`src/rtl/addsub_arbiter_pkg.sv`:
```
// Shared constants and types for the two-requester add/subtract arbiter.
package addsub_arbiter_pkg;

    // Datapath width.
    localparam int DW = 8;

    // Operation mode encoding on reqN_m.
    localparam logic MODE_ADD = 1'b0;
    localparam logic MODE_SUB = 1'b1;

    // Arbiter FSM encoding.
    typedef enum logic [1:0] {
        ST_IDLE = 2'd0,
        ST_EXEC = 2'd1,
        ST_RESP = 2'd2
    } state_e;

    // Operand register contents captured on the grant edge.
    typedef struct packed {
        logic [DW-1:0] a;
        logic [DW-1:0] b;
        logic          m;
        logic          id;
    } op_t;

    // Round-robin pick: a lone requester wins; under contention the
    // requester that was not served last wins.
    function automatic logic pick_grant(input logic v0, input logic v1, input logic last);
        logic id;
        if (v0 && v1) begin
            id = ~last;
        end else begin
            id = v1;
        end
        return id;
    endfunction

endpackage

```
`src/rtl/addsub_arbiter_dp.sv`:
```
// Combinational 8-bit two's-complement add/subtract with signed overflow.
// Subtract is a + ~b + 1: the mode bit doubles as the carry-in.
module addsub_arbiter_dp
    import addsub_arbiter_pkg::*;
(
    input  logic [DW-1:0] a_i,
    input  logic [DW-1:0] b_i,
    input  logic          m_i,
    output logic [DW-1:0] w_o,
    output logic          ov_o
);

    logic [DW-1:0] b_x;
    logic [DW-2:0] low;
    logic          c6;
    logic          c7;
    logic          msb;

    // Split the add at the sign bit so both carries needed for overflow are visible.
    always_comb begin
        b_x        = (m_i == MODE_SUB) ? ~b_i : b_i;
        {c6, low}  = {1'b0, a_i[DW-2:0]} + {1'b0, b_x[DW-2:0]} + {{(DW-1){1'b0}}, m_i};
        {c7, msb}  = {1'b0, a_i[DW-1]} + {1'b0, b_x[DW-1]} + {1'b0, c6};
        w_o        = {msb, low};
        ov_o       = c7 ^ c6;
    end

endmodule

```
`src/rtl/addsub_arbiter.sv`:
```
// Round-robin arbiter sharing one add/subtract datapath between two
// requesters, one operation in flight, with a saturating overflow counter.
//
// Handshakes: a transfer happens on a rising edge where valid && ready are
// both high. The arbiter asserts reqN_ready only in IDLE for the requester it
// grants, combinationally from reqN_valid; requesters may drop valid before
// being granted. rspN_valid stays high, with rsp_w/rsp_ov stable, until the
// requester answers with rspN_ready; ready on the other port is ignored.
module addsub_arbiter
    import addsub_arbiter_pkg::*;
#(
    parameter int OVF_CNT_W = 8
) (
    input  logic                 clk,
    input  logic                 rst_n,
    input  logic                 req0_valid,
    output logic                 req0_ready,
    input  logic [DW-1:0]        req0_a,
    input  logic [DW-1:0]        req0_b,
    input  logic                 req0_m,
    input  logic                 req1_valid,
    output logic                 req1_ready,
    input  logic [DW-1:0]        req1_a,
    input  logic [DW-1:0]        req1_b,
    input  logic                 req1_m,
    output logic                 rsp0_valid,
    input  logic                 rsp0_ready,
    output logic                 rsp1_valid,
    input  logic                 rsp1_ready,
    output logic [DW-1:0]        rsp_w,
    output logic                 rsp_ov,
    output logic                 busy,
    input  logic                 ovf_clr,
    output logic [OVF_CNT_W-1:0] ovf_count,
    output logic [1:0]           dbg_state
);

    localparam logic [OVF_CNT_W-1:0] CNT_ONE = {{(OVF_CNT_W-1){1'b0}}, 1'b1};
    localparam logic [OVF_CNT_W-1:0] CNT_MAX = {OVF_CNT_W{1'b1}};

    state_e                 state_q, state_d;
    op_t                    op_q, op_d;
    logic                   last_grant_q, last_grant_d;
    logic [DW-1:0]          rsp_w_q, rsp_w_d;
    logic                   rsp_ov_q, rsp_ov_d;
    logic [OVF_CNT_W-1:0]   ovf_cnt_q, ovf_cnt_d;

    logic                   gnt_any;
    logic                   gnt_id;
    logic                   rsp_hs;
    logic [DW-1:0]          dp_w;
    logic                   dp_ov;

    // The single shared datapath always evaluates the latched operands.
    addsub_arbiter_dp u_dp (
        .a_i  (op_q.a),
        .b_i  (op_q.b),
        .m_i  (op_q.m),
        .w_o  (dp_w),
        .ov_o (dp_ov)
    );

    // Next-state, grant and response logic.
    always_comb begin
        state_d      = state_q;
        op_d         = op_q;
        last_grant_d = last_grant_q;
        rsp_w_d      = rsp_w_q;
        rsp_ov_d     = rsp_ov_q;
        ovf_cnt_d    = ovf_cnt_q;
        req0_ready   = 1'b0;
        req1_ready   = 1'b0;
        rsp0_valid   = 1'b0;
        rsp1_valid   = 1'b0;
        rsp_hs       = 1'b0;
        gnt_any      = req0_valid || req1_valid;
        gnt_id       = pick_grant(req0_valid, req1_valid, last_grant_q);

        case (state_q)
            ST_IDLE: begin
                if (gnt_any) begin
                    req0_ready = ~gnt_id;
                    req1_ready = gnt_id;
                    op_d.id    = gnt_id;
                    op_d.a     = gnt_id ? req1_a : req0_a;
                    op_d.b     = gnt_id ? req1_b : req0_b;
                    op_d.m     = gnt_id ? req1_m : req0_m;
                    state_d    = ST_EXEC;
                end
            end
            ST_EXEC: begin
                rsp_w_d      = dp_w;
                rsp_ov_d     = dp_ov;
                last_grant_d = op_q.id;
                state_d      = ST_RESP;
            end
            ST_RESP: begin
                rsp0_valid = ~op_q.id;
                rsp1_valid = op_q.id;
                rsp_hs     = op_q.id ? rsp1_ready : rsp0_ready;
                if (rsp_hs) begin
                    state_d = ST_IDLE;
                end
            end
            default: begin
                state_d = ST_IDLE;
            end
        endcase

        if (rsp_hs && rsp_ov_q && (ovf_cnt_q != CNT_MAX)) begin
            ovf_cnt_d = ovf_cnt_q + CNT_ONE;
        end
        if (ovf_clr) begin
            ovf_cnt_d = '0;
        end
    end

    // State and datapath registers; reset discards any in-flight operation.
    always_ff @(posedge clk or negedge rst_n) begin
        if (!rst_n) begin
            state_q      <= ST_IDLE;
            op_q         <= '0;
            last_grant_q <= 1'b1;
            rsp_w_q      <= '0;
            rsp_ov_q     <= 1'b0;
            ovf_cnt_q    <= '0;
        end else begin
            state_q      <= state_d;
            op_q         <= op_d;
            last_grant_q <= last_grant_d;
            rsp_w_q      <= rsp_w_d;
            rsp_ov_q     <= rsp_ov_d;
            ovf_cnt_q    <= ovf_cnt_d;
        end
    end

    assign rsp_w     = rsp_w_q;
    assign rsp_ov    = rsp_ov_q;
    assign busy      = (state_q != ST_IDLE);
    assign ovf_count = ovf_cnt_q;
    assign dbg_state = state_q;

endmodule

```
`config.mk`:
```
export PLATFORM = sky130hd
export DESIGN_NAME = addsub_arbiter
export DESIGN_NICKNAME = d
export VERILOG_FILES = /design/src/rtl/addsub_arbiter_pkg.sv /design/src/rtl/addsub_arbiter_dp.sv /design/src/rtl/addsub_arbiter.sv
export SDC_FILE = /design/constraint.sdc
export NUM_CORES = 1
export LEC_CHECK = 0
export ABC_AREA = 1
export BUFFER_PORTS_ARGS = -buffer_cell sky130_fd_sc_hd__buf_2
export CAP_MARGIN = 20
export CORE_MARGIN = 3
export CORE_UTILIZATION = 50
export DETAILED_ROUTE_END_ITERATION = 7
export PLACE_DENSITY_LB_ADDON = 0.05
export SKIP_CTS_REPAIR_TIMING = 1
export SLEW_MARGIN = 40
export SYNTH_ARGS = -nofsm -noshare
export SYNTH_HDL_FRONTEND = slang
export SYNTH_SLANG_ARGS = --single-unit
```
`constraint.sdc`:
```
create_clock -name clk -period 2.9 [get_ports clk]
set_input_delay 0.29 -clock clk [delete_from_list [all_inputs] [get_ports clk]]
set_output_delay 0.29 -clock clk [all_outputs]
set_load 0.01 [all_outputs]
```
==> impl_metrics.toml, run 1 <==
[route]
totalWireLength_um = 4752
initialDrtViolationCount = 104
vias_per_cell = 4.997
postRouteAntennaNets = 0
drtPass1Iterations = 4
vias = 1989
drcViolationCount = 0
avgRoutedWirePerCell_um = 11.94

[timing]
skew_ps = 5.021
finalHoldViolCount = 0
fmax_ghz = 0.4261
hold_slack_ps = 225.5
fin_crit_sh_pct = 80.93
tightestPinTransition_ps = 472.8
timing.final.crit_period_ps = 2347
fin_tns_setup_ps = 0
rsz0062_at_grt = "no"
slew_headroom_pct = 68.45
finalSetupViolations = 0
drv_slew = 0

[placement]
placedCellCount = 389
portBuffers = 64
hpwl_um = 3701
gp_congestion = 0.8320

[cts]
ctsRootBufferMaster = "clkbuf_8"
clk_path_buf_depth = 2
clkTransAtPathRegs_ps = 70
cts.sinks = 38
cts_inserted_buffers = 5
clk_latency_ps = 280
cts.htree.levels = 2
cts_tree = "yes"

[layout]
drive_gt1_share_pct = 25.86
nets = 397
num_antenna_cells = 0
stdcell_count = 398
area_growth_pct = 19.32

[global_route]
overflow = 0
grt_pass1_vias = 1825
antenna_found_initial = 0
grt_first_pass_wirelength_um = 8231
track_usage_pct = 19.73
grt_max_degree = 39

[worst_setup_path]
cp_max_fo = 9
reg2reg_depth = 14
setup.worst_path.start = "op_q[1]"
crit_arrival_ps = 2520
reg2reg_to = "rsp_ov"
critPathLaunchType = "flop"
timing.rr.start = "op_q[1]"
crit_path_end_kind = "flop"
criticalPathCategory = "reg2reg"
r2r_slack_ps = 550
crit_required_ps = 3080

[floorplanning]
boundaryPins = 65
die-area_um2 = 5277
die_w_um = 72.65
core_area_um2 = 4144
start_util_pct = 53.59
num_rows = 23
die_h_um = 72.65

[synthesis]
ys_types = 32
ys_ff_latch = 38
seq_area_frac_synth_pct = 42.87
synth_flop_cell = "dfrtp_1"
netlist_top_cells_count = "nand2_1 (83), dfrtp_1 (37), nor2_1 (27)"
synth_top_area_share_pct = 41.69
postSynthCellCount = 282
synth_async_sr_flop_share_pct = 100.0
syn_area_um2 = 2221
synth_nets = 332
yosys-top-cells-area = "dfrtp_1 (42%), nand2_1 (14%), nor2_1 (4.6%)"
synth.most_common_cell = "nand2_1"
synth_edf_count = 0
avgSynthCellArea_um2 = 7.875
ys_warn_count = 0
yosysTopAreaCell = "dfrtp_1"

[min_path]
min_path_type = "in2reg"
min_from = "req0_a[6]"
hold_depth = 3
min_to = "op_q[16]"

[power]
ir_drop_v = 0.0005074
p_per_area_nw_per_um2 = 1108
leakagePower_nw = 1.445

[run_status]
outcome = "complete, no violations"

[job]
drv_cap = 0
[through the flow]
stage / utilization [%] / setup WS [ps] / total power [mW] / instance area (um2)
after floorplan: - / 786.6 / 2.214 / 2221
after detailed placement: 61.53 / 540.2 / 2.594 / 2550
after global placement: 61.47 / 622.8 / 2.537 / 2547
after CTS: 63.71 / 542.5 / 2.973 / 2640
after global routing: 63.95 / 368.8 / 3.255 / 2650
final: 63.95 / 553.1 / 2.936 / 2650
[layer usage]
metal | part of all wire (%) | global-route usage [%] | vias to the layer above | wire, um
li1 | - | - | 1036 | -
met1 | 48 | 26.61 | 888 | 2280
met2 | 45 | 32.06 | 61 | 2147
met3 | 5.6 | 3.444 | 4 | 267
met4 | 1.2 | 6.762 | 0 | 57
met5 | 0 | 0 | - | 0
[sequential cells by signal, indices dropped and copies added (netlist names)]
register	cells
op_q	18
ovf_count	8
rsp_w	8
dbg_state	2
last_grant_q	1
rsp_ov	1
[how the worst max path moves through the flow]
stage,end,slack [ps],cells after the start
finish,rsp_ov,550,14
global route,rsp_ov,370,14
CTS,rsp_ov,540,14
detailed placement,rsp_w[7],540,11
global placement,rsp_ov,620,14
floorplan,rsp_ov,790,15
[cell families after synthesis]
family | after synthesis | synth area share [%]
AND/OR/NAND/NOR | 143 | 28.23
AO/OA/AOI/OAI | 47 | 11.72
flip-flops | 38 | 42.87
buffers and inverters | 34 | 7.099
XOR/XNOR | 11 | 4.338
adder cells (fa/ha/maj) | 9 | 5.746
[cells in the final DEF, fill, tap and decap left out, drive strengths merged, types with 3 or more instances in the layout]
| cell | n |
|---|---|
| nor2 | 33 |
| nand2 | 86 |
| inv | 27 |
| o21ai | 35 |
| nand3 | 18 |
| xor2 | 8 |
| nand4 | 3 |
| buf | 64 |
| xnor2 | 3 |
| a21oi | 7 |
| ha | 7 |
| dfrtp | 37 |
| clkbuf | 8 |
[critical path, stage by stage (launching register included)]
cell     delay (ps)
dfrtp_1         520
xor2_1          220
ha_1            390
nand2_1          70
inv_1            60
nand2_1          50
nand2_1         110
nand2_1          80
nand2_1          70
inv_1            50
fa_1            400
inv_1            60
nand2_1          50
nand3_1          60
nand2_1          50
[report_power, final]
group | internal (mW) | switching, mW | total (mW)
sequential | 0.751 | 0.169 | 0.920
combinational | 0.655 | 0.990 | 1.65
clock | 0.194 | 0.176 | 0.370
total | 1.60 | 1.34 | 2.94
[area by class of cell]
cell class,count,area [um2]
inverter,27,101.3
sequential,38,952.2
timing repair buffer,65,332.8
multi-input combinational,210,1111
clock buffer,8,90.09
tap,50,62.56
fill,380,1494
(Power assumes the default switching activity.)
==> inputs of run 2 (changes only) <==
CORE_UTILIZATION = 47   (was 50)
clock period = 1.9 ns   (was 2.9 ns; I/O delays follow)
==> impl_metrics.toml, run 2 (synthesis gave the netlist of run 1 again) <==
[min_path]
min_path_type = "in2reg"

[cts]
clk_path_buf_depth = 2
cts.sinks = 38
cts_inserted_buffers = 5
clkTransAtPathRegs_ps = 70
clk_latency_ps = 290
cts.htree.levels = 2
ctsRootBufferMaster = "clkbuf_8"
cts_tree = "yes"

[layout]
nets = 417
layout_commonest_cell = "nand2_1"
drive_gt1_share_pct = 33.15
mostFrequentLayoutCells = "nand2_1 (80), buf_2 (64), dfrtp_1 (36), nor2_1 (27), o21ai_0 (19)"
largest-register = "op_q"
num_antenna_cells = 0
area_growth_pct = 27.94
largest_reg_flops = 18

[floorplanning]
num_rows = 24
boundaryPins = 65
die_w_um = 74.74
die_h_um = 74.74
start_util_pct = 49.97
core_area_um2 = 4444
die-area_um2 = 5586

[worst_setup_path]
criticalPathCategory = "reg2reg"
slowest_delay_ps = 480
crit_required_ps = 2120
cp_max_fo = 8
crit_path_end_kind = "flop"
critPathLaunchType = "flop"
crit_arrival_ps = 2370
critPathSlowestCell = "dfrtp_2"
crit_chain = "xor2_1 -> ha_1 -> nand2_1 -> nand2_1 -> inv_2 -> nor2_1 -> nor2_1 -> nand2_2 -> inv_2 -> fa_2 -> o21ai_1"

[route]
vias = 2026
vias_per_cell = 4.824
drtPass1Iterations = 4
initialDrtViolationCount = 74
avgRoutedWirePerCell_um = 11.77
drcViolationCount = 0
postRouteAntennaNets = 0
totalWireLength_um = 4944

[timing]
hold_slack_ps = 105.6
fmax_ghz = 0.4645
fin_crit_sh_pct = 113.3
finalSetupViolations = 2
rsz0062_at_grt = "yes"
drv_slew = 0
finalHoldViolCount = 0
fin_tns_setup_ps = -445.7
timing.final.crit_period_ps = 2153
slew_headroom_pct = 68.02
timing.final.ws_setup_ps = -252.7
tightestPinTransition_ps = 479.1
skew_ps = 4.313

[global_route]
grt_pass1_vias = 1832
overflow = 0
grt_max_degree = 39
antenna_found_initial = 0
track_usage_pct = 19.22
grt_first_pass_wirelength_um = 8286

[power]
p_per_area_nw_per_um2 = 1841
leakagePower_nw = 1.549
ir_drop_v = 0.0007492

[run_status]
outcome = "finished with violations"
violations = "negative setup slack"

[placement]
portBuffers = 64
gp_congestion = 0.8054
hpwl_um = 3791

[job]
drv_cap = 0
run 2: cell type report:
class / count / area (um2)
clock buffers: 7 / 86.33
clock inverters: 1 / 5.005
fillers: 405 / 1603
inverters: 27 / 101.3
multi-input cells: 210 / 1134
flip-flops and latches: 38 / 953.4
well taps: 52 / 65.06
repair buffers: 85 / 496.7
run 2: through the flow:
| stage | power [mW] | cell area [um2] | util (%) | setup slack, ps | std cells |
|---|---|---|---|---|---|
| after global placement | 4.336 | 2691 | 60.56 | -247.5 | 407 |
| final | 5.231 | 2841 | 63.94 | -252.7 | 420 |
| after global routing | 5.823 | 2841 | 63.94 | -398.4 | 420 |
| after floorplan | 3.431 | 2230 | - | -189.9 | 282 |
| after detailed placement | 4.408 | 2691 | 60.56 | -334.6 | 407 |
| after CTS | 5.008 | 2783 | 62.61 | -352.0 | 415 |
run 2: worst paths after layout:
check	end	from	slack [ps]	cells after the start
hold / removal	op_q[16]	req0_a[6]	110	3
hold reg to reg	rsp_w[1]	rsp_w[1]	470	2
setup / recovery	rsp_w[7]	op_q[1]	-250	11
min in group asynchronous	rsp_w[4]	rst_n	380	3
max in group asynchronous	last_grant_q	rst_n	1250	3
setup reg to reg	rsp_w[7]	op_q[1]	-250	11
run 2: worst max-delay path: cells and delay by family, from the launching register on:
family,cells,cell delay [ps]
buffers and inverters,2,130
AO/OA/AOI/OAI,1,120
AND/OR/NAND/NOR,5,430
flip-flops,1,480
adder cells (fa/ha/maj),2,750
XOR/XNOR,1,170
run 2: routing by layer:
metal	global-route usage, %	vias to the layer above	part of all wire [%]
li1	-	1071	-
met1	26.68	907	49
met2	29.95	43	45
met3	4.806	5	4.1
met4	5.336	0	1.2
met5	0	-	0
run 2: report_power, final:
group / leakage, nW / switching [mW] / total, mW / internal [mW]
logic: 1.03 / 1.72 / 3.25 / 1.53
clock network: 0.0482 / 0.287 / 0.579 / 0.293
registers: 0.475 / 0.249 / 1.40 / 1.15
total: 1.55 / 2.25 / 5.23 / 2.98
==> inputs of run 3 (changes only) <==
ABC_AREA = unset   (was 1)
CORE_UTILIZATION = 46   (was 47)
REMOVE_ABC_BUFFERS = 1   (was unset)
==> impl_metrics.toml, run 3 <==
[power]
pwr-share-seq_pct = 26.8
swShare_pct = 40.31
ir_drop_v = 0.0007535
intPower_mw = 3.134
total_power_mw = 5.250
leakagePower_nw = 1.378
combPwrFrac_pct = 62.6
p_sw_mw = 2.116
pwr-share-clk_pct = 10.7
p_per_area_nw_per_um2 = 1926

[cts]
clk_latency_ps = 290
clkTransAtPathRegs_ps = 70
ctsRootBufferMaster = "clkbuf_8"
cts.htree.levels = 2
clk_path_buf_depth = 2
cts_tree = "yes"
cts_inserted_buffers = 5
cts.sinks = 38

[synthesis]
synth_simple_gate_area_share_pct = 13.78
yosys-top-cells-area = "dfrtp_1 (45%), mux2i_1 (6.8%), nand2_1 (5.8%)"
postSynthCellCount = 203
ys_warn_count = 0
ys_ff_latch = 38
synth_edf_count = 0
synth_compound_area_share_pct = 13.30
netlist_top_cells_count = "dfrtp_1 (37), nand2_1 (32), o21ai_0 (23)"
synth_mux_area_share_pct = 9.311
synth_flop_cell = "dfrtp_1"
synth_top_area_share_pct = 44.74
synth_top_family_by_area = "simple AND/OR/NAND/NOR gates"
seq_area_frac_synth_pct = 46.01
ys_types = 42
synth_async_sr_flop_share_pct = 100.0
avgSynthCellArea_um2 = 10.19
synth.most_common_cell = "dfrtp_1"
synth_xor_area_share_pct = 8.464
synth_fa_ha_area_share_pct = 6.167
yosysTopAreaCell = "dfrtp_1"
syn_area_um2 = 2069

[layout]
num_antenna_cells = 0
largest-register = "op_q"
nets = 337
regArea_um2 = 953.4
fin_util_pct = 65.31
multiInputGateArea_um2 = 1104
n_fill_cell = 336
drive_gt1_share_pct = 39.93
layout_commonest_cell = "buf_2"
area_growth_pct = 31.68
largest_reg_flops = 18
mostFrequentLayoutCells = "buf_2 (64), dfrtp_1 (36), nand2_1 (31), buf_4 (21), o21ai_0 (17)"

[worst_setup_path]
critPathLaunchType = "flop"
crit_arrival_ps = 2340
criticalPathCategory = "reg2reg"
timing.rr.start = "op_q[1]"
setup.worst_path.start = "op_q[1]"
reg2reg_to = "rsp_ov"
r2r_slack_ps = -270
crit_required_ps = 2070
reg2reg_depth = 8
crit_path_end_kind = "flop"
cp_max_fo = 7

[floorplanning]
core_area_um2 = 4173
start_util_pct = 49.60
die_h_um = 73.08
die_w_um = 73.08
num_rows = 23
boundaryPins = 65
die-area_um2 = 5340

[placement]
hpwl_um = 3190
gp_congestion = 0.8405
portBuffers = 64

[timing]
fin_crit_sh_pct = 114.1
drv_slew = 0
slew_headroom_pct = 72.56
rsz0062_at_grt = "yes"
fmax_ghz = 0.4613
finalHoldViolCount = 0
timing.final.crit_period_ps = 2168
hold_slack_ps = 125.6
tightestPinTransition_ps = 411.6
skew_ps = 6.089
timing.final.ws_setup_ps = -267.7
finalSetupViolations = 4

[min_path]
hold_depth = 3
min_from = "req0_a[6]"
min_path_type = "in2reg"
min_to = "op_q[16]"

[route]
vias_per_cell = 4.941
avgRoutedWirePerCell_um = 12.27
drcViolationCount = 0
totalWireLength_um = 4147
drtPass1Iterations = 4
vias = 1670
postRouteAntennaNets = 0
initialDrtViolationCount = 35

[global_route]
grt_max_degree = 31
grt_first_pass_wirelength_um = 6499
antenna_found_initial = 0
grt_pass1_vias = 1453
track_usage_pct = 15.57
overflow = 0

[run_status]
outcome = "finished with violations"
violations = "negative setup slack"

[job]
drv_cap = 0
-- run 3: worst max path at each step --
stage / endpoint / slack, ps / cells after the start
final: rsp_ov / -270 / 8
after detailed placement: rsp_w[7] / -310 / 8
after CTS: rsp_w[7] / -330 / 8
after floorplan: rsp_ov / -320 / 8
after global routing: rsp_ov / -410 / 8
after global placement: rsp_w[7] / -270 / 8
-- run 3: critical path, cell delays in order (launching register included) --
cell and delay (ps):
dfrtp_2 470, xor2_1 190, ha_1 340, a21oi_1 110
o21ai_2 170, a21oi_4 60, fa_1 440, xnor2_1 190
o21ai_1 80
-- run 3: per-stage QoR --
stage                     TNS, ps  worst slack (ps)  cell area [um2]  std cells
after floorplan            -768.5            -322.5             2023        193
after CTS                   -1259            -331.6             2648        335
after global placement      -1008            -270.5             2556        327
after detailed placement    -1191            -313.9             2556        327
after global routing        -1211            -407.3             2725        338
final                      -719.7            -267.7             2725        338
-- run 3: cell families after synthesis --
group	after synthesis
AND/OR/NAND/NOR	61
AO/OA/AOI/OAI	43
flip-flops	38
XOR/XNOR	20
multiplexers	18
buffers and inverters	14
adder cells (fa/ha/maj)	9
-- run 3: layer usage --
layer / up-vias / global-route usage, % / share of wire [%]
met5: - / 0 / 0
met4: 0 / 4.303 / 0.51
met3: 5 / 4.545 / 5.8
met2: 45 / 23.04 / 45
met1: 759 / 22.20 / 49
li1: 861 / - / -
-- run 3: power by group through the flow --
| stage | sequential, mW | combinational [mW] | clock (mW) |
|---|---|---|---|
| finish | 1.40 | 3.28 | 0.560 |
| global route | 1.45 | 3.67 | 0.619 |
| CTS | 1.40 | 2.87 | 0.580 |
| detailed placement | 1.41 | 2.87 | 0 |
| global placement | 1.41 | 2.81 | 0 |
| floorplan | 1.43 | 1.79 | 0 |
-- run 3: final cells by class --
cell class | count | area share (%)
Multi-Input combinational cell | 151 | 40.50
Inverter | 4 | 0.5510
Clock inverter | 1 | 0.1837
Clock buffer | 7 | 3.168
Timing Repair Buffer | 87 | 18.32
Tap cell | 50 | 2.296
Sequential cell | 38 | 34.99
